$ cat config.mk
export PLATFORM = sky130hd
export DESIGN_NAME = ball_motion
export DESIGN_NICKNAME = d
export VERILOG_FILES = /design/src/rtl/ball_pkg.sv /design/src/rtl/ball_axis.sv /design/src/rtl/ball_motion.sv
export SDC_FILE = /design/constraint.sdc
export NUM_CORES = 1
export LEC_CHECK = 0
export BUFFER_PORTS_ARGS = -buffer_cell sky130_fd_sc_hd__buf_2
export CAP_MARGIN = 0
export CORE_MARGIN = 5
export CORE_UTILIZATION = 35
export DETAILED_ROUTE_END_ITERATION = 10
export HOLD_SLACK_MARGIN = 0.06
export PLACE_DENSITY = 0.64
export SYNTH_ARGS = -nofsm -noshare
export SYNTH_HDL_FRONTEND = slang
export SYNTH_SLANG_ARGS = --single-unit
$ cat constraint.sdc
create_clock -name clk -period 7.8 [get_ports clk]
set_input_delay 1.95 -clock clk [delete_from_list [all_inputs] [get_ports clk]]
set_output_delay 1.95 -clock clk [all_outputs]
set_load 0.03 [all_outputs]
$ cat src/rtl/ball_pkg.sv
// Shared types and helpers for the per-ball kinematics engine.
package ball_pkg;

  typedef enum logic {
    BALL_ROLLING = 1'b0,
    BALL_STOPPED = 1'b1
  } ball_state_t;

  localparam int FRAC_BITS_DEFAULT = 6;

  // Two's-complement negate of a w-bit value; the most negative code maps to the most positive.
  function automatic logic signed [31:0] sat_neg(input logic signed [31:0] v, input int w);
    logic signed [31:0] lim;
    lim = 32'sd1 <<< (w - 1);
    if (v == -lim) return lim - 32'sd1;
    return -v;
  endfunction

endpackage

$ cat src/rtl/ball_axis.sv
// One axis of ball motion: fixed-point position accumulator, velocity,
// friction decay toward zero and cushion bounce against [MIN_P, MAX_P].
module ball_axis
  import ball_pkg::*;
#(
  parameter int POS_W         = 11,
  parameter int VEL_W         = 11,
  parameter int FRAC_BITS     = FRAC_BITS_DEFAULT,
  parameter int INIT_POS      = 0,
  parameter int INIT_VEL      = 0,
  parameter int FRICTION_STEP = 1,
  parameter int MIN_P         = 0,
  parameter int MAX_P         = 639,
  parameter int BOUNCE_EN     = 1
) (
  input  logic                    clk,
  input  logic                    resetN,
  input  logic                    i_vel_we,
  input  logic signed [VEL_W-1:0] i_vel,
  input  logic                    i_pos_we,
  input  logic        [POS_W-1:0] i_pos,
  input  logic                    i_frame,
  input  logic                    i_fric_en,
  output logic        [POS_W-1:0] o_pos,
  output logic signed [VEL_W-1:0] o_vel,
  output logic                    o_wall_hit,
  output logic                    o_next_vel_zero
);

  localparam int ACC_W = POS_W + FRAC_BITS + 1;
  localparam int PIX_W = POS_W + 1;
  localparam logic signed [ACC_W-1:0] INIT_ACC = ACC_W'(INIT_POS) << FRAC_BITS;
  localparam logic signed [VEL_W-1:0] INIT_V   = VEL_W'(INIT_VEL);
  localparam logic signed [PIX_W-1:0] MIN_PIX  = PIX_W'(MIN_P);
  localparam logic signed [PIX_W-1:0] MAX_PIX  = PIX_W'(MAX_P);
  localparam logic        [VEL_W:0]   STEP     = (VEL_W + 1)'(FRICTION_STEP);

  logic signed [ACC_W-1:0] r_acc;
  logic signed [VEL_W-1:0] r_vel;
  logic                    r_wall_hit;

  logic signed [ACC_W-1:0] w_vel_ext, w_sum, w_acc_nxt;
  logic signed [PIX_W-1:0] w_sum_pix;
  logic                    w_lo, w_hi, w_hit_nxt;
  logic signed [VEL_W-1:0] w_neg_vel, w_vel_nxt;
  logic signed [VEL_W:0]   w_vel_wide, w_fric_wide;
  logic        [VEL_W:0]   w_mag, w_mag_dec;

  assign w_vel_ext = {{(ACC_W - VEL_W){r_vel[VEL_W-1]}}, r_vel};
  assign w_sum     = r_acc + w_vel_ext;
  // Upper bits of the accumulator are the floor of the pixel position.
  assign w_sum_pix = w_sum[ACC_W-1:FRAC_BITS];
  assign w_lo      = (BOUNCE_EN != 0) && (w_sum_pix < MIN_PIX);
  assign w_hi      = (BOUNCE_EN != 0) && (w_sum_pix > MAX_PIX);
  assign w_neg_vel = VEL_W'(sat_neg(32'(r_vel), VEL_W));

  // Friction shrinks the magnitude, never crossing zero.
  assign w_vel_wide  = {r_vel[VEL_W-1], r_vel};
  assign w_mag       = r_vel[VEL_W-1] ? $unsigned(-w_vel_wide) : $unsigned(w_vel_wide);
  assign w_mag_dec   = (w_mag > STEP) ? (w_mag - STEP) : '0;
  assign w_fric_wide = r_vel[VEL_W-1] ? -$signed(w_mag_dec) : $signed(w_mag_dec);

  always_comb begin
    w_acc_nxt = r_acc;
    w_vel_nxt = r_vel;
    w_hit_nxt = 1'b0;
    if (i_vel_we || i_pos_we) begin
      if (i_vel_we) w_vel_nxt = i_vel;
      if (i_pos_we) w_acc_nxt = {1'b0, i_pos, {FRAC_BITS{1'b0}}};
    end else if (i_frame) begin
      if (w_lo) begin
        w_acc_nxt = {MIN_PIX, {FRAC_BITS{1'b0}}};
        w_vel_nxt = w_neg_vel;
        w_hit_nxt = 1'b1;
      end else if (w_hi) begin
        w_acc_nxt = {MAX_PIX, {FRAC_BITS{1'b0}}};
        w_vel_nxt = w_neg_vel;
        w_hit_nxt = 1'b1;
      end else begin
        w_acc_nxt = w_sum;
        if (i_fric_en) w_vel_nxt = VEL_W'(w_fric_wide);
      end
    end
  end

  always_ff @(posedge clk or negedge resetN) begin
    if (!resetN) begin
      r_acc      <= INIT_ACC;
      r_vel      <= INIT_V;
      r_wall_hit <= 1'b0;
    end else begin
      r_acc      <= w_acc_nxt;
      r_vel      <= w_vel_nxt;
      r_wall_hit <= w_hit_nxt;
    end
  end

  assign o_pos           = r_acc[FRAC_BITS +: POS_W];
  assign o_vel           = r_vel;
  assign o_wall_hit      = r_wall_hit;
  assign o_next_vel_zero = (w_vel_nxt == '0);

endmodule

$ cat src/rtl/ball_motion.sv
// Per-ball kinematics engine: two axis integrators sharing a friction
// counter, write-over-frame priority and a rolling/stopped FSM.
module ball_motion
  import ball_pkg::*;
#(
  parameter int POS_W           = 11,
  parameter int VEL_W           = 11,
  parameter int FRAC_BITS       = FRAC_BITS_DEFAULT,
  parameter int INIT_X_POSITION = 0,
  parameter int INIT_Y_POSITION = 0,
  parameter int INIT_X_VELOCITY = 0,
  parameter int INIT_Y_VELOCITY = 0,
  parameter int FRICTION_PERIOD = 10,
  parameter int FRICTION_STEP   = 1,
  parameter int MIN_X           = 0,
  parameter int MAX_X           = 639,
  parameter int MIN_Y           = 0,
  parameter int MAX_Y           = 479,
  parameter int BOUNCE_EN       = 1
) (
  input  logic                    clk,
  input  logic                    resetN,
  input  logic                    startOfFrame,
  input  logic                    velocityWriteEnable,
  input  logic signed [VEL_W-1:0] inVelocityX,
  input  logic signed [VEL_W-1:0] inVelocityY,
  input  logic                    positionWriteEnable,
  input  logic        [POS_W-1:0] inPosX,
  input  logic        [POS_W-1:0] inPosY,
  output logic        [POS_W-1:0] topLeftPosX,
  output logic        [POS_W-1:0] topLeftPosY,
  output logic signed [VEL_W-1:0] outVelocityX,
  output logic signed [VEL_W-1:0] outVelocityY,
  output logic                    ballStopped,
  output logic                    stopEvent,
  output logic                    wallHitX,
  output logic                    wallHitY
);

  localparam int CNT_W = (FRICTION_PERIOD > 1) ? $clog2(FRICTION_PERIOD) : 1;
  localparam logic [CNT_W-1:0] CNT_LAST = CNT_W'(FRICTION_PERIOD - 1);
  localparam ball_state_t INIT_STATE =
    ((INIT_X_VELOCITY == 0) && (INIT_Y_VELOCITY == 0)) ? BALL_STOPPED : BALL_ROLLING;

  ball_state_t      r_state, w_state_nxt;
  logic [CNT_W-1:0] r_cnt, w_cnt_nxt;
  logic             r_stop_evt, w_stop_nxt;

  logic w_any_we, w_frame, w_fric_en, w_zero_x, w_zero_y;

  assign w_any_we  = velocityWriteEnable || positionWriteEnable;
  assign w_frame   = startOfFrame && !w_any_we && (r_state == BALL_ROLLING);
  assign w_fric_en = (r_cnt == CNT_LAST);

  ball_axis #(
    .POS_W(POS_W), .VEL_W(VEL_W), .FRAC_BITS(FRAC_BITS),
    .INIT_POS(INIT_X_POSITION), .INIT_VEL(INIT_X_VELOCITY),
    .FRICTION_STEP(FRICTION_STEP), .MIN_P(MIN_X), .MAX_P(MAX_X), .BOUNCE_EN(BOUNCE_EN)
  ) u_axis_x (
    .clk(clk), .resetN(resetN),
    .i_vel_we(velocityWriteEnable), .i_vel(inVelocityX),
    .i_pos_we(positionWriteEnable), .i_pos(inPosX),
    .i_frame(w_frame), .i_fric_en(w_fric_en),
    .o_pos(topLeftPosX), .o_vel(outVelocityX),
    .o_wall_hit(wallHitX), .o_next_vel_zero(w_zero_x)
  );

  ball_axis #(
    .POS_W(POS_W), .VEL_W(VEL_W), .FRAC_BITS(FRAC_BITS),
    .INIT_POS(INIT_Y_POSITION), .INIT_VEL(INIT_Y_VELOCITY),
    .FRICTION_STEP(FRICTION_STEP), .MIN_P(MIN_Y), .MAX_P(MAX_Y), .BOUNCE_EN(BOUNCE_EN)
  ) u_axis_y (
    .clk(clk), .resetN(resetN),
    .i_vel_we(velocityWriteEnable), .i_vel(inVelocityY),
    .i_pos_we(positionWriteEnable), .i_pos(inPosY),
    .i_frame(w_frame), .i_fric_en(w_fric_en),
    .o_pos(topLeftPosY), .o_vel(outVelocityY),
    .o_wall_hit(wallHitY), .o_next_vel_zero(w_zero_y)
  );

  // A position-only write leaves both the state and the friction phase alone.
  always_comb begin
    w_state_nxt = r_state;
    w_cnt_nxt   = r_cnt;
    w_stop_nxt  = 1'b0;
    if (velocityWriteEnable) begin
      w_cnt_nxt = '0;
      if (w_zero_x && w_zero_y) begin
        if (r_state == BALL_ROLLING) begin
          w_state_nxt = BALL_STOPPED;
          w_stop_nxt  = 1'b1;
        end
      end else begin
        w_state_nxt = BALL_ROLLING;
      end
    end else if (w_frame) begin
      w_cnt_nxt = w_fric_en ? '0 : r_cnt + CNT_W'(1);
      if (w_zero_x && w_zero_y) begin
        w_state_nxt = BALL_STOPPED;
        w_stop_nxt  = 1'b1;
      end
    end
  end

  always_ff @(posedge clk or negedge resetN) begin
    if (!resetN) begin
      r_state    <= INIT_STATE;
      r_cnt      <= '0;
      r_stop_evt <= 1'b0;
    end else begin
      r_state    <= w_state_nxt;
      r_cnt      <= w_cnt_nxt;
      r_stop_evt <= w_stop_nxt;
    end
  end

  assign ballStopped = (r_state == BALL_STOPPED);
  assign stopEvent   = r_stop_evt;

endmodule

==> results of run 1 <==
[through the flow]
step | instances | power [mW]
after global routing | 1321 | 2.52
after CTS | 1320 | 2.34
after global placement | 1304 | 1.87
final | 1321 | 2.35
after detailed placement | 1304 | 1.88
after floorplan | 1002 | 1.58
[layer usage]
metal,global-route usage,wire length (microns),part of all wire,vias to the layer above
li1,-,-,-,3810
met1,0.260,11100,0.45,3725
met2,0.302,11300,0.46,271
met3,0.0299,1610,0.065,36
met4,0.0520,489,0.020,2
met5,0,20,0.00082,-
[layout by cell type, fill, tap and decap left out, drive strengths merged, types with 5 or more instances in the layout]
cell type / synthesis / layout
o31ai: 12 / 12
and2: 11 / 11
o211a: 5 / 5
a221oi: 8 / 8
nand2b: 15 / 15
nor2: 92 / 92
dfrtp: 63 / 63
nand2: 92 / 92
nand4: 10 / 10
o311ai: 11 / 11
clkbuf: 43 / 11
o21a: 10 / 10
o211ai: 17 / 17
or3: 14 / 14
o21bai: 7 / 7
inv: 25 / 25
buf: 42 / 107
o21ai: 56 / 56
mux2i: 17 / 17
a211oi: 25 / 25
nor3: 25 / 25
a21o: 14 / 14
a22o: 13 / 13
nand3: 21 / 21
a31o: 6 / 6
ha: 46 / 46
xor2: 29 / 29
a31oi: 20 / 20
and3: 10 / 10
a21oi: 74 / 74
xnor2: 50 / 50
nor2b: 8 / 8
or2: 7 / 7
nor3b: 5 / 5
nor4: 12 / 12
o41ai: 7 / 7
[layout make-up]
| type | instances | share of cell area |
|---|---|---|
| diodes | 1 | 0.000289 |
| clock buffers | 11 | 0.0280 |
| clock inverters | 5 | 0.00924 |
| inverters | 25 | 0.0108 |
| multi-input cells | 828 | 0.661 |
| flip-flops and latches | 64 | 0.185 |
| well taps | 280 | 0.0404 |
| repair buffers | 107 | 0.0650 |
[power by group through the flow]
stage	Combinational, mW	Clock [mW]	Sequential, mW
floorplan	1.10	0	0.475
detailed placement	1.38	0	0.507
global route	1.54	0.465	0.515
CTS	1.39	0.451	0.502
finish	1.40	0.445	0.503
global placement	1.37	0	0.508
[critical path, delay by kind of cell, from the launching register on]
family                     cells  cell delay, ps
AOI/OAI and AO/OA              7            1600
adders and majority gates      3             690
and+or+nand+nor                8            1710
DFF                            1             580
xor gates and xnor gates       1             170
buffers and inverters          2             310
[state kept, by name (all words and copies together), names as in the netlist]
register and count:
u_axis_x.r_acc 17, u_axis_y.r_acc 17, u_axis_x.o_vel 11, u_axis_y.o_vel 11
r_cnt 4, ballStopped 1, stopEvent 1, u_axis_x.o_wall_hit 1
u_axis_y.o_wall_hit 1
[how the worst max path moves through the flow]
stage,start,end,slack (ps)
floorplan,u_axis_y.o_vel[10],ballStopped,3210
global placement,velocityWriteEnable,stopEvent,2560
detailed placement,velocityWriteEnable,ballStopped,2330
CTS,u_axis_x.o_vel[0],ballStopped,2650
global route,u_axis_x.o_vel[0],stopEvent,2250
finish,u_axis_x.o_vel[0],ballStopped,2640
[cells by family after synthesis]
family / synth area share
flops: 0.204
buf+inv: 0.0680
compound gates: 0.314
simple gates: 0.219
xor+xnor: 0.0890
mux: 0.0279
fa+ha+maj: 0.0783
==> results.sh, run 1 <==
export IMPL_setup_violations=0
export IMPL_cp_common_cell="ha_1"
export IMPL_p_sw_mw=1.16
export IMPL_pre_cts_ws_ps=2330
export IMPL_synth_top_cells_by_area="dfrtp_1, ha_1, xnor2_1"
export IMPL_via_count=7844
export IMPL_dr_first_iter_drc_count=563
export IMPL_synth_edf_count=0
export IMPL_start_kind="flop"
export IMPL_max_slew_worst_pin_slew_ps=1080
export IMPL_antenna_found_initial=3
export IMPL_drv_slew=0
export IMPL_nFillCells=2198
export IMPL_clkTransAtPathRegs_ps=60
export IMPL_cts_tree="built"
export IMPL_routedWlPerCell_microns=18.6
export IMPL_synth_warnings=0
export IMPL_slew_headroom=0.279
export IMPL_die_h_microns=160
export IMPL_hold_buffers=0
export IMPL_wl_microns=24500
export IMPL_nets=1132
export IMPL_setup_tns_final_ps=0
export IMPL_drive_gt1_frac=0.162
export IMPL_peakVddDrop_uv=125
export IMPL_placed_area_sq_mm=0.00834
export IMPL_leakagePower_nw=3.67
export IMPL_grt_max_degree=65
export IMPL_p_int_mw=1.19
export IMPL_cts_buffers_inserted=9
export IMPL_final_area_sq_mm=0.00867
export IMPL_comb_power_share=0.596
export IMPL_syn_inst=1002
export IMPL_die_area_sq_mm=0.0256
export IMPL_async_reset_ff_frac=1.00
export IMPL_clk_path_buf_depth=2
export IMPL_final_util=0.395
export IMPL_skew_ps=6.22
export IMPL_clockRootBuffer="clkbuf_16"
export IMPL_seq_area_frac_synth=0.204
export IMPL_reg2reg_from="u_axis_x.o_vel[0]"
export IMPL_cts_setup_buffers=0
export IMPL_gr_usage_all_layers=0.187
export IMPL_hp_start="u_axis_y.r_acc[2]"
export IMPL_synthTopCellsByCount="nand2_1, nor2_1, a21oi_1, dfrtp_1, o21ai_0"
export IMPL_multi_input_area_sq_mm=0.00573
export IMPL_start_util=0.358
export IMPL_grt_pass1_vias=7305
export IMPL_regToRegSetupSlack_ps=2640
export IMPL_slowest_delay_ps=580
export IMPL_port_buffers=96
export IMPL_die_width_microns=160
export IMPL_worstPathCellList="inv_1 -> ha_1 -> or4b_4 -> or4_1 -> nor3_1 -> ha_1 -> inv_1 -> o221ai_1 -> nor3_4 -> nand2_1 -> nand2b_1 -> ha_1 -> nand2_1 -> nor2_1 -> a31oi_1 -> a22oi_1 -> xor2_1 -> a21oi_1 -> a211oi_1 -> o211ai_1 -> o31ai_1"
export IMPL_rr_worst_depth=21
export IMPL_finalCriticalPeriod_ps=5160
export IMPL_ios=97
export IMPL_grt_pass1_wl_microns=39700
export IMPL_first_pass_iters=5
export IMPL_slowest_stage="dfrtp_1"
export IMPL_coreArea_sq_mm=0.0220
export IMPL_netlist_area_sq_mm=0.00786
export IMPL_fmax_mhz=194
export IMPL_num_rows=54
export IMPL_syn_nets=1099
export IMPL_ant_nets=0
export IMPL_seqPwrFrac=0.214
export IMPL_hp_class="reg2reg"
export IMPL_ys_types=97
export IMPL_synth_flop_cell="dfrtp_1"
export IMPL_vias_per_cell=5.94
export IMPL_worst_slack_ps=2640
export IMPL_fin_hold_ws_ps=494
export IMPL_swShare=0.494
export IMPL_synth_seq_cells=64
export IMPL_maxCapViolCount=0
export IMPL_hold_violations=0
export IMPL_synth_avg_cell_area_sq_um=7.84
export IMPL_required_ps=8040
export IMPL_final_period_utilization=0.662
export IMPL_ff_latch_area_sq_mm=0.00160
export IMPL_criticalPathCategory="reg2reg"
export IMPL_powerDensity_mw_per_mm2=271
export IMPL_cts_resized=0
export IMPL_whs_path_depth=2
export IMPL_place_congestion=0.910
export IMPL_area_growth_syn_to_layout_pct=10.3
export IMPL_reg2reg_to="ballStopped"
export IMPL_critPathArrivalTime_ps=5400
export IMPL_worstHoldEndpoint="u_axis_y.r_acc[2]"
export IMPL_htree_levels=3
export IMPL_clkLatencyLatePin_ps=340
export IMPL_path_max_fanout=15
export IMPL_endpoint_kind="flop"
export IMPL_dpl_hpwl_microns=18500
export IMPL_rsz0062_at_grt="false"
export IMPL_drc=0
export IMPL_synth_top_cell_area_share=0.201
export IMPL_yosysTopAreaCell="dfrtp_1"
export IMPL_pwr_share_clk=0.190
export IMPL_grt_overflow_total=0
export IMPL_clkSinkCount=64
export IMPL_status="complete, no violations"
export IMPL_synth_most_common_cell="nand2_1"
Power figures use the tool's default switching activity.
==> run 2: changes to the inputs <==
clock period = 4.8 ns   (was 7.8 ns; I/O delays follow)
==> run 2 against run 1 <==
Clock skew increased by 0.94 ps. Register-to-register slack got worse by 2500 ps. Routed wire length increased by 5.2%. First-iteration DRC count increased by 0.71%. Clock power increased by 59%. Die area unchanged. Combinational power increased by 80%. Total power increased by 68%. Via count increased by 2.5%. Sequential share of layout area decreased by 0.59 points. Global-route usage increased by 0.85 points. Critical endpoint unchanged. Largest cell class unchanged.
==> results.sh, run 2 (synthesized netlist as in run 1, its figures left out) <==
export IMPL_final_period_utilization=0.964
export IMPL_nFillCells=2236
export IMPL_leakagePower_nw=3.86
export IMPL_whs_path_depth=2
export IMPL_final_common_cell="buf_2"
export IMPL_pre_cts_ws_ps=276
export IMPL_via_count=8043
export IMPL_grt_pass1_vias=7693
export IMPL_power_mw=3.94
export IMPL_cts_tree="built"
export IMPL_worstHoldEndpoint="u_axis_y.r_acc[2]"
export IMPL_rsz0062_at_grt="false"
export IMPL_routedWlPerCell_microns=19.0
export IMPL_final_cells=1356
export IMPL_max_slew_worst_pin_slew_ps=857
export IMPL_cts_buffers_inserted=9
export IMPL_worst_slack_ps=175
export IMPL_hold_violations=0
export IMPL_die_area_sq_mm=0.0256
export IMPL_criticalPathCategory="reg2reg"
export IMPL_critPathArrivalTime_ps=4870
export IMPL_area_growth_syn_to_layout_pct=13.9
export IMPL_hp_class="reg2reg"
export IMPL_dr_first_iter_drc_count=567
export IMPL_dpl_hpwl_microns=19700
export IMPL_start_util=0.358
export IMPL_top_regs="u_axis_x.r_acc (17), u_axis_y.r_acc (17)"
export IMPL_clkTransAtPathRegs_ps=60
export IMPL_gr_usage_all_layers=0.196
export IMPL_place_congestion=0.923
export IMPL_hp_start="u_axis_y.r_acc[2]"
export IMPL_reg2reg_from="u_axis_y.o_vel[0]"
export IMPL_clockRootBuffer="clkbuf_16"
export IMPL_die_h_microns=160
export IMPL_start_kind="flop"
export IMPL_clk_path_buf_depth=2
export IMPL_fmax_mhz=216
export IMPL_setup_violations=0
export IMPL_vias_per_cell=5.93
export IMPL_status="complete, no violations"
export IMPL_fin_hold_ws_ps=503
export IMPL_clkLatencyLatePin_ps=340
export IMPL_num_rows=54
export IMPL_drc=0
export IMPL_powerDensity_mw_per_mm2=440
export IMPL_ant_nets=0
export IMPL_peakVddDrop_uv=162
export IMPL_die_width_microns=160
export IMPL_rr_worst_depth=13
export IMPL_endpoint_kind="flop"
export IMPL_first_pass_iters=5
export IMPL_final_area_sq_mm=0.00895
export IMPL_maxCapViolCount=0
export IMPL_final_util=0.408
export IMPL_drive_gt1_frac=0.191
export IMPL_port_buffers=96
export IMPL_antenna_found_initial=2
export IMPL_regToRegSetupSlack_ps=180
export IMPL_slew_headroom=0.421
export IMPL_coreArea_sq_mm=0.0220
export IMPL_finalCriticalPeriod_ps=4620
export IMPL_cts_setup_buffers=0
export IMPL_wl_microns=25800
export IMPL_path_max_fanout=14
export IMPL_grt_max_degree=46
export IMPL_skew_ps=7.16
export IMPL_clkSinkCount=64
export IMPL_required_ps=5050
export IMPL_grt_overflow_total=0
export IMPL_ios=97
export IMPL_grt_pass1_wl_microns=41400
export IMPL_drv_slew=0
export IMPL_dpl_cell_count=1339
export IMPL_reg2reg_to="ballStopped"
export IMPL_nets=1167
export IMPL_placed_area_sq_mm=0.00862
export IMPL_htree_levels=3
export IMPL_layout_common_cells="buf_2, nand2_1, nor2_1"
export IMPL_setup_tns_final_ps=0
[run 2: worst max-delay path, cell delays in order, from the launching register on]
cell,delay (ps)
dfrtp_1,370
buf_4,190
ha_1,250
fa_1,430
a211oi_1,420
o311a_1,290
o21ba_2,220
xnor2_1,80
and2_1,190
a31oi_1,430
nand2_1,310
o311ai_0,820
o211ai_1,220
o31ai_1,300
[run 2: cell type report]
cell class / instances / area [sq um] / area share
inverters: 25 / 93.8 / 0.0105
flip-flops and latches: 64 / 1600 / 0.179
well taps: 280 / 350 / 0.0391
clock inverters: 2 / 35.0 / 0.00391
multi-input cells: 828 / 5740 / 0.642
repair buffers: 142 / 838 / 0.0937
clock buffers: 14 / 284 / 0.0317
diodes: 1 / 2.50 / 0.000280
[run 2: power breakdown]
part	leakage [nW]	internal [mW]	switching (mW)	total, mW
sequential	0.790	0.617	0.0966	0.713
clock	0.159	0.458	0.251	0.709
combinational	2.91	0.929	1.59	2.52
total	3.86	2.00	1.93	3.94
[run 2: what timing repair did]
action | CTS | global route
hold buffers | 0 | 0
setup endpoints to repair | 0 | 2
resized for setup | 0 | 2
[run 2: metal layers]
layer | vias up | global-route usage | routed length [microns]
li1 | 3864 | - | -
met1 | 3814 | 0.268 | 11800
met2 | 302 | 0.312 | 11600
met3 | 63 | 0.0201 | 1450
met4 | 0 | 0.0888 | 999
met5 | - | 0 | 0
[run 2: how the worst max path moves through the flow]
stage | start | depth (start not counted) | to | slack, ps
global placement | u_axis_y.o_vel[0] | 13 | ballStopped | 380
global route | u_axis_y.o_vel[0] | 13 | ballStopped | 20
floorplan | u_axis_y.o_vel[10] | 19 | ballStopped | 210
CTS | u_axis_x.o_vel[0] | 21 | stopEvent | 230
detailed placement | u_axis_x.o_vel[0] | 21 | stopEvent | 280
finish | u_axis_y.o_vel[0] | 13 | ballStopped | 180
